===== src/rtl/riscv_pkg.sv =====
// Shared types and constants for the riscv core memory subsystem.
// Holds the arbiter state encoding and address-decode constants.
package riscv_pkg;

   typedef enum logic [1:0] {
      IDLE,
      BUSY_I,
      BUSY_D
   } arb_state_t;

   localparam int GPIO_SEL_BIT = 31;
   localparam int WORD_BYTES   = 4;

endpackage


===== src/rtl/riscv_gpio_reg.sv =====
// GPIO output register with byte-0 write strobe and a read-response latch.
// Write lands at the end of the issue cycle; the read latch feeds the response cycle.
module riscv_gpio_reg #(
   parameter int GPIO_W = 8
) (
   input  logic              clk,
   input  logic              rst,
   input  logic              wr_en_i,
   input  logic [GPIO_W-1:0] wdata_i,
   input  logic              rd_en_i,
   output logic [GPIO_W-1:0] gpio_o,
   output logic [31:0]       rdata_o
);

   logic [GPIO_W-1:0] gpio_q, gpio_d;
   logic [31:0]       rdata_q, rdata_d;

   always_comb begin
      gpio_d  = gpio_q;
      rdata_d = rdata_q;
      if (wr_en_i) begin
         gpio_d = wdata_i;
      end
      if (rd_en_i) begin
         rdata_d               = '0;
         rdata_d[GPIO_W-1:0]   = gpio_q;
      end
   end

   always_ff @(posedge clk or posedge rst) begin
      if (rst) begin
         gpio_q  <= '0;
         rdata_q <= '0;
      end else begin
         gpio_q  <= gpio_d;
         rdata_q <= rdata_d;
      end
   end

   assign gpio_o  = gpio_q;
   assign rdata_o = rdata_q;

endmodule


===== src/rtl/riscv_mem_arbiter.sv =====
// Shares the single-port RAM between fetch (I) and load/store (D); D has priority
// with a starvation guard for I. Also decodes the memory-mapped GPIO register.
module riscv_mem_arbiter
   import riscv_pkg::*;
#(
   parameter int ADDR_W     = 32,
   parameter int RAM_WORDS  = 1024,
   parameter int STARVE_MAX = 4,
   parameter int GPIO_W     = 8,
   localparam int RAM_AW    = $clog2(RAM_WORDS)
) (
   input  logic              clk,
   input  logic              rst,
   input  logic              i_req,
   input  logic [ADDR_W-1:0] i_addr,
   output logic              i_ack,
   output logic [31:0]       i_rdata,
   input  logic              d_req,
   input  logic [ADDR_W-1:0] d_addr,
   input  logic              d_we,
   input  logic [31:0]       d_wdata,
   input  logic [3:0]        d_wstrb,
   output logic              d_ack,
   output logic [31:0]       d_rdata,
   output logic              ram_en,
   output logic [3:0]        ram_we,
   output logic [RAM_AW-1:0] ram_addr,
   output logic [31:0]       ram_wdata,
   input  logic [31:0]       ram_rdata,
   output logic [GPIO_W-1:0] gpio
);

   localparam int SW = $clog2(STARVE_MAX + 1);

   arb_state_t    state_q, state_d;
   logic [SW-1:0] streak_q, streak_d;
   logic          sel_gpio_q, sel_gpio_d;
   logic          grant_d;
   logic          d_is_gpio;
   logic          gpio_wr, gpio_rd;
   logic [31:0]   gpio_rdata;
   logic          unused_addr_bits;

   assign d_is_gpio        = d_addr[GPIO_SEL_BIT];
   assign unused_addr_bits = ^{i_addr, d_addr};

   always_comb begin
      state_d    = state_q;
      streak_d   = streak_q;
      sel_gpio_d = sel_gpio_q;
      grant_d    = 1'b0;
      ram_en     = 1'b0;
      ram_we     = '0;
      ram_addr   = i_addr[RAM_AW+1:2];
      ram_wdata  = d_wdata;
      gpio_wr    = 1'b0;
      gpio_rd    = 1'b0;
      i_ack      = 1'b0;
      d_ack      = 1'b0;
      i_rdata    = ram_rdata;
      d_rdata    = sel_gpio_q ? gpio_rdata : ram_rdata;
      case (state_q)
         IDLE: begin
            // I is forced through once D has won STARVE_MAX times in a row while I waited.
            grant_d = d_req && !(i_req && streak_q == SW'(STARVE_MAX));
            if (grant_d) begin
               state_d    = BUSY_D;
               sel_gpio_d = d_is_gpio;
               ram_addr   = d_addr[RAM_AW+1:2];
               if (i_req) begin
                  streak_d = (streak_q == SW'(STARVE_MAX)) ? streak_q : streak_q + SW'(1);
               end else begin
                  streak_d = '0;
               end
               if (d_is_gpio) begin
                  gpio_wr = d_we && d_wstrb[0];
                  gpio_rd = !d_we;
               end else begin
                  ram_en = 1'b1;
                  ram_we = d_we ? d_wstrb : 4'b0000;
               end
            end else if (i_req) begin
               state_d  = BUSY_I;
               streak_d = '0;
               ram_en   = 1'b1;
            end
         end
         BUSY_I: begin
            i_ack   = 1'b1;
            state_d = IDLE;
         end
         BUSY_D: begin
            d_ack   = 1'b1;
            state_d = IDLE;
         end
         default: state_d = IDLE;
      endcase
      if (rst) begin
         ram_en = 1'b0;
         ram_we = '0;
      end
   end

   always_ff @(posedge clk or posedge rst) begin
      if (rst) begin
         state_q    <= IDLE;
         streak_q   <= '0;
         sel_gpio_q <= 1'b0;
      end else begin
         state_q    <= state_d;
         streak_q   <= streak_d;
         sel_gpio_q <= sel_gpio_d;
      end
   end

   riscv_gpio_reg #(
      .GPIO_W(GPIO_W)
   ) u_gpio (
      .clk    (clk),
      .rst    (rst),
      .wr_en_i(gpio_wr),
      .wdata_i(d_wdata[GPIO_W-1:0]),
      .rd_en_i(gpio_rd),
      .gpio_o (gpio),
      .rdata_o(gpio_rdata)
   );

endmodule


===== config.mk =====
export PLATFORM = sky130hd
export DESIGN_NAME = riscv_mem_arbiter
export DESIGN_NICKNAME = d
export VERILOG_FILES = /design/src/rtl/riscv_pkg.sv /design/src/rtl/riscv_gpio_reg.sv /design/src/rtl/riscv_mem_arbiter.sv
export SDC_FILE = /design/constraint.sdc
export NUM_CORES = 1
export LEC_CHECK = 0
export BUFFER_PORTS_ARGS = -buffer_cell sky130_fd_sc_hd__buf_2
export CAP_MARGIN = 25
export CORE_AREA = 10 10 91 93
export CTS_CLUSTER_DIAMETER = 150
export DETAILED_ROUTE_END_ITERATION = 8
export DIE_AREA = 0 0 101 103
export PLACE_DENSITY_LB_ADDON = 0.3
export SLEW_MARGIN = 20
export SYNTH_ARGS = -nofsm -noshare
export SYNTH_HDL_FRONTEND = slang
export SYNTH_SLANG_ARGS = --single-unit

===== constraint.sdc =====
create_clock -name clk -period 2.03 [get_ports clk]
set_input_delay 0.1015 -clock clk [delete_from_list [all_inputs] [get_ports clk]]
set_output_delay 0.1015 -clock clk [all_outputs]
set_load 0.05 [all_outputs]

==> results.toml <==
[outcome]
outcome = "finished, final reports clean"

[global_route]
gr-total-overflow = 0
grt_first_pass_wirelength_um = 8140
grt.total_usage_pct = 9.49
grt_antenna_before_repair = 0
grt_max_degree = 27
grt_pass1_vias = 1646

[sta]
timing.hold.ws_ns = 0.0882
fin_setup_tns_ns = 0
max_clock_freq_mhz = 524
finalHoldViolCount = 0
period_needed_ns = 1.91
rsz0062_at_grt = "no"
setup_viol = 0
slew_headroom_pct = 72.9
fin_crit_sh_pct = 93.9
clock_skew_ns = 0.00225
report.final.slew_viol_count = 0
tightest_slew_ns = 0.403

[setup_path]
worstPathRequired_ns = 1.93
crit_arrival_ns = 1.81
crit_type = "flop to output port"
rr_worst_depth = 4
cp-end-kind = "output port"
critPathLaunchType = "flop"
path_max_fanout = 7

[drt]
post_drt_wl_per_cell_um = 15.3
dr.pass1.iters = 2
vias = 1579
drtIter0Drc = 16
wl_um = 5710
via_per_inst = 4.24
drc = 0
ant_nets = 0

[layout]
final_area_um2 = 2430
fillCellCount = 680
layout_common_cells = "159 x buf_2, 35 x mux2_2, 26 x nor2b_1"
finish.net_count = 432
layout_commonest_cell = "buf_2"
area.growth.synth_to_final_pct = 32.4
fin_cells = 372
diodes = 0
final_layout_size_suffix_gt1_share_pct = 75.7
final_core_utilization_pct = 37.0

[floorplan]
io-pin-count = 258
core-area_um2 = 6570
die_area_um2 = 10400
start_util_pct = 28.0
die_h_um = 103
die_x_um = 101
rows = 30

[yosys]
synth_area_um2 = 1840
synthSimpleGateAreaFrac_pct = 16.2
synth_compound_area_share_pct = 2.59
synth_top_family_by_area = "buffers and inverters"
synthMuxAreaShare_pct = 21.4
yosysWarnings = 0
avgSynthCellArea_um2 = 10.1
syn_inst = 182
syn_nets = 321
ys_seq_area_share_pct = 30.0
synth_cell_types = 25
synth_xor_area_share_pct = 0
synthAdderAreaFrac_pct = 1.36
ys_ff_latch = 22

[min_path]
hold_depth = 2
min-delay-path-class = "primary input to flop"

[placement]
placed_cells = 364
io_buffer_count = 166
dp_hpwl_um = 5010
place_congestion = 0.781
place_area_um2 = 2300

[power_and_ir_drop]
p_leak_nw = 1.35
ir_worst_vdd_mv = 0.417
p_per_area_nw_per_um2 = 1080

[run]
cap_violations = 0

[clock_network]
clk_latency_ns = 0.25
numCtsBuffers = 3
path_clk_slew_ns = 0.08
cts_sinks = 22
cts-root-buf = "clkbuf_8"
clk_path_buf_depth = 2
htree_levels = 1
cts_tree = "yes"
cells by family (layout without fill, tap and decap cells):
kind of cell | Yosys count | count (layout)
buf+inv | 73 | 183
simple gates | 43 | 43
mux | 35 | 35
flops | 22 | 22
compound gates | 7 | 7
fa+ha+maj | 2 | 2
worst paths after layout:
kind                                               start                             to  slack (ns)
max                              streak_q[0]$_DFFE_PP0P_                    ram_addr[3]        0.12
min                                           d_wdata[7]   u_gpio.gpio_o[7]$_DFFE_PP0P_        0.09
max in group asynchronous                            rst   u_gpio.gpio_o[6]$_DFFE_PP0P_        1.36
min in group asynchronous                            rst         state_q[0]$_DFFE_PP0P_        0.44
max reg2reg                       state_q[0]$_DFFE_PP0P_  u_gpio.rdata_o[7]$_DFFE_PP0P_        0.24
min reg2reg                u_gpio.rdata_o[4]$_DFFE_PP0P_  u_gpio.rdata_o[4]$_DFFE_PP0P_        0.51
cell type report:
| cell class | instances | area [um^2] | area share [%] |
|---|---|---|---|
| repair buffers | 175 | 922 | 37.9 |
| clock buffers | 4 | 55.1 | 2.26 |
| inverters | 4 | 15.0 | 0.617 |
| well taps | 80 | 100 | 4.11 |
| multi-input cells | 87 | 791 | 32.5 |
| flip-flops and latches | 22 | 551 | 22.6 |
power by group:
group | total [W] | internal [W] | switching, W
Sequential | 0.000671 | 0.000583 | 0.0000884
Combinational | 0.00165 | 0.000469 | 0.00118
Clock | 0.000303 | 0.000172 | 0.000130
metrics by stage:
| step | total power [W] | setup slack, ns |
|---|---|---|
| floorplan | 0.00211 | 0.289 |
| global placement | 0.00231 | 0.196 |
| detailed placement | 0.00233 | 0.182 |
| CTS | 0.00265 | 0.0256 |
| global route | 0.00277 | 0.0126 |
| finish | 0.00262 | 0.123 |
Yosys cell counts:
cell	instances	area share, %
buf_6	1	0.61
nor2b_1	26	8.8
ha_1	2	1.4
and3_1	1	0.34
nor3_1	1	0.27
nand2_1	1	0.20
and4_1	4	1.9
a32o_1	1	0.54
a311oi_1	1	0.48
nand4_1	2	0.68
nor2_1	3	0.61
o21ai_0	3	0.82
o41ai_1	1	0.48
nand3_1	1	0.27
inv_1	4	0.82
nand3_2	1	0.54
a21oi_1	1	0.27
clkbuf_1	3	0.61
nand4b_2	1	0.82
nor3b_4	1	1.0
mux2_2	35	21
and4bb_2	1	0.68
buf_4	64	26
buf_2	1	0.27
dfrtp_1	22	30
per-layer routing:
| layer | share of wire, % | GRT usage (%) | up-vias |
|---|---|---|---|
| met5 | 0 | 0 | - |
| met4 | 0.63 | 2.47 | 0 |
| met3 | 12 | 4.02 | 10 |
| met2 | 55 | 17.9 | 78 |
| met1 | 32 | 9.24 | 716 |
| li1 | - | - | 775 |
worst max-delay path, stage by stage (launching register included):
cell and delay (ns):
dfrtp_1 0.39, inv_1 0.09, ha_1 0.21, nand3_4 0.12
nand2_4 0.10, buf_6 0.13, mux2_2 0.33, buf_4 0.19
registers in the layout (all words and copies together) (netlist names):
signal,count
u_gpio.gpio_o,8
sel_gpio_q,1
u_gpio.rdata_o,8
state_q,2
streak_q,3
repair_timing:
action / CTS / global route
pin swaps: 1 / 2
resized for setup: 2 / 18
hold endpoints to repair: 22 / 0
cloned: 0 / 0
endpoints found under the setup margin: 11 / 11
buffers inserted: 2 / 1
hold buffers: 1 / 0
Power figures use the tool's default switching activity.
